$ cat src/rtl/pattern_regfile.sv
// Register file that fills itself with one of four number patterns after a start pulse.
// reg[sel] is read out through a one-cycle registered port; reset is asynchronous and active-low.
module pattern_regfile #(
   parameter int DATA_W = 16,
   parameter int ADDR_W = 4
) (
   input  logic              clk,
   input  logic              reset,
   input  logic              start,
   input  logic [1:0]        mode,
   input  logic [ADDR_W-1:0] sel,
   output logic [2:0]        fsmState,
   output logic [DATA_W-1:0] currentResult,
   output logic              busy,
   output logic              done
);

   localparam int DEPTH = 2 ** ADDR_W;
   localparam logic [ADDR_W-1:0] IDX_ONE  = ADDR_W'(1);
   localparam logic [ADDR_W-1:0] IDX_TWO  = ADDR_W'(2);
   localparam logic [ADDR_W-1:0] IDX_LAST = ADDR_W'(DEPTH - 1);

   typedef enum logic [2:0] {
      IDLE = 3'd0,
      SEED = 3'd1,
      FILL = 3'd2,
      DONE = 3'd3
   } stateType;

   stateType          state;
   stateType          nextState;
   logic [ADDR_W-1:0] idx;
   logic [1:0]        modeReg;
   logic [DATA_W-1:0] regs [DEPTH];
   logic [DATA_W-1:0] prev1;
   logic [DATA_W-1:0] prev2;
   logic [DATA_W-1:0] fillValue;
   logic [DATA_W-1:0] seed0;
   logic [DATA_W-1:0] seed1;
   logic              acceptStart;

   // A start is only honoured when no fill is in flight.
   assign acceptStart = start && ((state == IDLE) || (state == DONE));

   always_ff @(posedge clk or negedge reset) begin
      if (!reset) begin
         state <= IDLE;
      end else begin
         state <= nextState;
      end
   end

   always_comb begin
      nextState = state;
      case (state)
         IDLE: if (start) nextState = SEED;
         SEED: nextState = FILL;
         FILL: if (idx == IDX_LAST) nextState = DONE;
         DONE: if (start) nextState = SEED;
         default: nextState = IDLE;
      endcase
   end

   always_comb begin
      seed0 = '0;
      seed1 = '0;
      case (modeReg)
         2'b00: begin seed0 = DATA_W'(1); seed1 = DATA_W'(2); end
         2'b01: begin seed0 = DATA_W'(0); seed1 = DATA_W'(1); end
         2'b10: begin seed0 = DATA_W'(1); seed1 = DATA_W'(3); end
         default: begin seed0 = DATA_W'(0); seed1 = DATA_W'(1); end
      endcase
   end

   // Next pattern element from the two most recently written registers.
   always_comb begin
      prev1     = regs[idx - IDX_ONE];
      prev2     = regs[idx - IDX_TWO];
      fillValue = '0;
      case (modeReg)
         2'b00: fillValue = prev1 << 1;
         2'b01: fillValue = prev1 + prev2;
         2'b10: fillValue = (prev1 << 1) | DATA_W'(1);
         default: fillValue = prev1 + DATA_W'(1);
      endcase
   end

   always_ff @(posedge clk or negedge reset) begin
      if (!reset) begin
         modeReg <= 2'b00;
      end else if (acceptStart) begin
         modeReg <= mode;
      end
   end

   always_ff @(posedge clk or negedge reset) begin
      if (!reset) begin
         idx <= '0;
         for (int i = 0; i < DEPTH; i++) begin
            regs[i] <= '0;
         end
      end else begin
         if (state == SEED) begin
            regs[0] <= seed0;
            regs[1] <= seed1;
            idx     <= IDX_TWO;
         end else if (state == FILL) begin
            regs[idx] <= fillValue;
            idx       <= idx + IDX_ONE;
         end
      end
   end

   // Nonblocking update means a read of the index written this edge sees the old value.
   always_ff @(posedge clk or negedge reset) begin
      if (!reset) begin
         currentResult <= '0;
      end else begin
         currentResult <= regs[sel];
      end
   end

   assign fsmState = state;
   assign busy     = (state == SEED) || (state == FILL);
   assign done     = (state == DONE);

endmodule

$ cat config.mk
export PLATFORM = sky130hd
export DESIGN_NAME = pattern_regfile
export DESIGN_NICKNAME = d
export VERILOG_FILES = /design/src/rtl/pattern_regfile.sv
export SDC_FILE = /design/constraint.sdc
export NUM_CORES = 1
export LEC_CHECK = 0
export ABC_CLOCK_PERIOD_IN_PS = 7100
export CORE_UTILIZATION = 26
export DETAILED_ROUTE_END_ITERATION = 12
export GPL_TIMING_DRIVEN = 0
export PLACE_DENSITY_LB_ADDON = 0.15
export SLEW_MARGIN = 25
export SYNTH_ARGS = -nofsm -noshare
export SYNTH_HDL_FRONTEND = slang
export SYNTH_SLANG_ARGS = --single-unit
$ cat constraint.sdc
create_clock -name clk -period 7.1 [get_ports clk]
set_input_delay 0.71 -clock clk [delete_from_list [all_inputs] [get_ports clk]]
set_output_delay 0.71 -clock clk [all_outputs]
set_load 0.02 [all_outputs]
==> impl_metrics.env <==
export IMPL_multi_input_area_um2=9310
export IMPL_finalSetupViolCount=0
export IMPL_ir_drop_v=0.000214
export IMPL_p_int_w=0.00404
export IMPL_arrival_ns=7.15
export IMPL_grt_setup_unrepaired="false"
export IMPL_finalCriticalPeriod_ns=6.76
export IMPL_clkPwrFrac=0.251
export IMPL_max_slew_margin=0.213
export IMPL_syn_cell_area_um2=16900
export IMPL_die_x_um=257
export IMPL_drc_errors=0
export IMPL_place_inst=2253
export IMPL_portBuffers=24
export IMPL_drv_slew=0
export IMPL_status="finished, final reports clean"
export IMPL_r2r_cells=20
export IMPL_coreArea_um2=64300
export IMPL_synth_seq_area_share=0.415
export IMPL_ys_warn_count=0
export IMPL_grt_overflow_total=0
export IMPL_skew_ns=0.0172
export IMPL_clkSlewWorstSetupHoldPaths_ns=0.06
export IMPL_drt_pass1_iter_count=5
export IMPL_netlist_area_leader_share=0.415
export IMPL_fmax_ghz=0.148
export IMPL_netlist_top_cells_count="dfrtp_1 (280), nand2_1 (273), o21ai_0 (253)"
export IMPL_cap_violations=0
export IMPL_grt_pass1_wl_mm=106
export IMPL_fin_nets=1477
export IMPL_fill_cells=6472
export IMPL_cts_root_buf="clkbuf_16"
export IMPL_area_growth_pct=15.7
export IMPL_required_ns=7.49
export IMPL_via_count=13300
export IMPL_stdcell_count=2318
export IMPL_avgRoutedWirePerCell_um=32.2
export IMPL_power_leakage_nw=7.76
export IMPL_synth_avg_cell_area_um2=12.3
export IMPL_p_switching_w=0.00319
export IMPL_dr_wl_met2_mm=35.4
export IMPL_drtIter0Drc=1454
export IMPL_dieArea_um2=66000
export IMPL_r2r_slack_ns=0.34
export IMPL_h_tree_depth=2
export IMPL_grt_max_degree=85
export IMPL_fin_crit_sh=0.952
export IMPL_synth_most_common_cell="dfrtp_1"
export IMPL_grt_pass1_vias=13400
export IMPL_timing_worst_setup_path_type="flip-flop to flip-flop"
export IMPL_drt_met1_wl_mm=30.7
export IMPL_antenna_found_initial=1
export IMPL_hold_class="primary input to async pin"
export IMPL_numCtsBuffers=36
export IMPL_synth_seq_cells=280
export IMPL_synthArstFlopShare=1.00
export IMPL_row_count=93
export IMPL_synthTopCellsByArea="dfrtp_1 (41%), mux4_2 (31%), o21ai_0 (7.5%)"
export IMPL_reg2reg_from="idx[0]"
export IMPL_power_total_w=0.00723
export IMPL_regArea_um2=7010
export IMPL_hold_violations=0
export IMPL_yosysTopAreaCell="dfrtp_1"
export IMPL_drt_total_wl_mm=74.7
export IMPL_p_per_area_nw_per_um2=370
export IMPL_netlist_instances=1371
export IMPL_tightest_slew_ns=1.18
export IMPL_top_layer="met4"
export IMPL_synth_cell_types=56
export IMPL_clockBufferDepth=3
export IMPL_boundaryPins=30
export IMPL_synth_edf_count=0
export IMPL_wl_met3_mm=5.78
export IMPL_critPathLaunchType="flip-flop"
export IMPL_track_usage=0.230
export IMPL_ant_nets=0
export IMPL_die_y_um=257
export IMPL_seq_power_share=0.277
export IMPL_power_frac_comb=0.471
export IMPL_layout_drive_gt1_share=0.271
export IMPL_initial_core_util=0.262
export IMPL_cts_tree="built"
export IMPL_synth_flop_cell="dfrtp_1"
export IMPL_clkSinkCount=280
export IMPL_power_switching_share=0.441
export IMPL_gp_congestion=0.925
export IMPL_clk_latency_ns=0.56
export IMPL_r2r_end="regs[103]"
export IMPL_cp_max_fo=10
export IMPL_synth_nets=1409
export IMPL_cp_end_kind="flip-flop"
export IMPL_dp_hpwl_mm=50.4
export IMPL_post_drt_via_cell_ratio=5.72
cells by family (layout without fill, tap and decap cells):
| group | count (synthesis) | after routing | share of synthesized area |
|---|---|---|---|
| DFF | 280 | 280 | 0.415 |
| other | 1 | 3 | 0.000222 |
| adders and majority gates | 29 | 29 | 0.0219 |
| AOI/OAI and AO/OA | 321 | 321 | 0.104 |
| muxes | 253 | 253 | 0.331 |
| xor gates and xnor gates | 11 | 11 | 0.00815 |
| and+or+nand+nor | 345 | 345 | 0.0851 |
| buffers and inverters | 131 | 221 | 0.0350 |
state kept, by name, summed over array words and instances (netlist names):
| register | count |
|---|---|
| regs | 256 |
| currentResult | 16 |
| idx | 4 |
| fsmState | 2 |
| modeReg | 2 |
cell usage in the layout (no fill, tap or decap), types with 3 or more instances in the layout:
cell               n
dfrtp_1          280
nand2_1          273
o21ai_0          253
mux4_2           234
clkbuf_1          57
clkbuf_16         37
ha_1              28
clkbuf_2          26
clkdlybuf4s50_1   23
buf_2             21
nor2b_1           16
nand3_1           16
a21oi_1           16
o21ai_1           15
nor2_1            14
buf_4             13
clkbuf_8          11
o21ai_2           10
inv_1              7
xnor2_1            7
clkbuf_4           6
mux4_1             6
and2_1             6
buf_1              5
a21o_1             5
mux2i_2            5
mux2_2             5
buf_6              4
nand2b_1           4
buf_8              3
or3_1              3
nor3_1             3
buf_16             3
routing by layer:
layer / GRT usage / up-vias
li1: - / 5339
met1: 0.303 / 7054
met2: 0.369 / 736
met3: 0.0473 / 126
met4: 0.0885 / 0
met5: 0 / -
critical path: stages (launching register included):
cell	delay [ns]
dfrtp_1	0.39
buf_6	0.17
buf_8	0.21
buf_6	0.26
clkbuf_4	0.31
buf_4	0.29
inv_1	0.15
ha_1	0.42
clkbuf_4	0.32
buf_4	0.37
mux4_2	0.38
mux4_2	0.55
ha_1	0.38
and2_1	0.18
a221oi_1	0.43
a21boi_0	0.26
o21a_1	0.23
or3_1	0.33
a31oi_2	0.47
clkbuf_2	0.32
o21ai_0	0.13
repair_timing:
item	in CTS	in global routing
pin swaps	1	1
setup endpoints to repair	142	86
buffers inserted	2	2
hold buffers	0	0
gates resized for setup	8	9
power groups by stage:
stage / combinational, W / sequential [W] / clock, W
3_3_place_gp: 0.00332 / 0.00202 / 0
4_1_cts: 0.00337 / 0.00200 / 0.00185
5_1_grt: 0.00354 / 0.00203 / 0.00191
2_1_floorplan: 0.00198 / 0.00196 / 0
6_report: 0.00340 / 0.00200 / 0.00182
3_5_place_dp: 0.00335 / 0.00202 / 0
layout make-up:
type | count | area share
Multi-Input combinational cell | 960 | 0.476
Sequential cell | 280 | 0.359
Clock buffer | 56 | 0.0567
Tap cell | 855 | 0.0548
Buffer | 122 | 0.0320
Timing Repair Buffer | 31 | 0.0183
Inverter | 8 | 0.00154
Clock inverter | 4 | 0.00128
Antenna cell | 2 | 0.000256
worst max-delay path by stage:
stage	slack, ns	end	startpoint	cells past startpoint
floorplan	1.71	regs[76]	idx[0]	21
global placement	-7.82	fsmState[0]	reset	1
detailed placement	-0.46	regs[107]	idx[1]	18
CTS	0.03	regs[44]	idx[0]	21
global route	0.03	regs[91]	idx[0]	20
finish	0.34	regs[103]	idx[0]	20
metrics by stage:
stage,TNS (ns),setup slack (ns),hold slack (ns),area (um^2),util
3_5_place_dp,-31.91,-0.460,0.510,18300,0.285
6_report,0,0.342,0.0410,19500,0.304
2_1_floorplan,0,1.71,0.414,16900,-
3_3_place_gp,-2268.15,-7.82,0.499,18200,0.283
4_1_cts,0,0.0270,0.0302,19500,0.303
5_1_grt,0,0.0271,0.0568,19500,0.304
No activity file was read; power rests on OpenSTA's default activity.
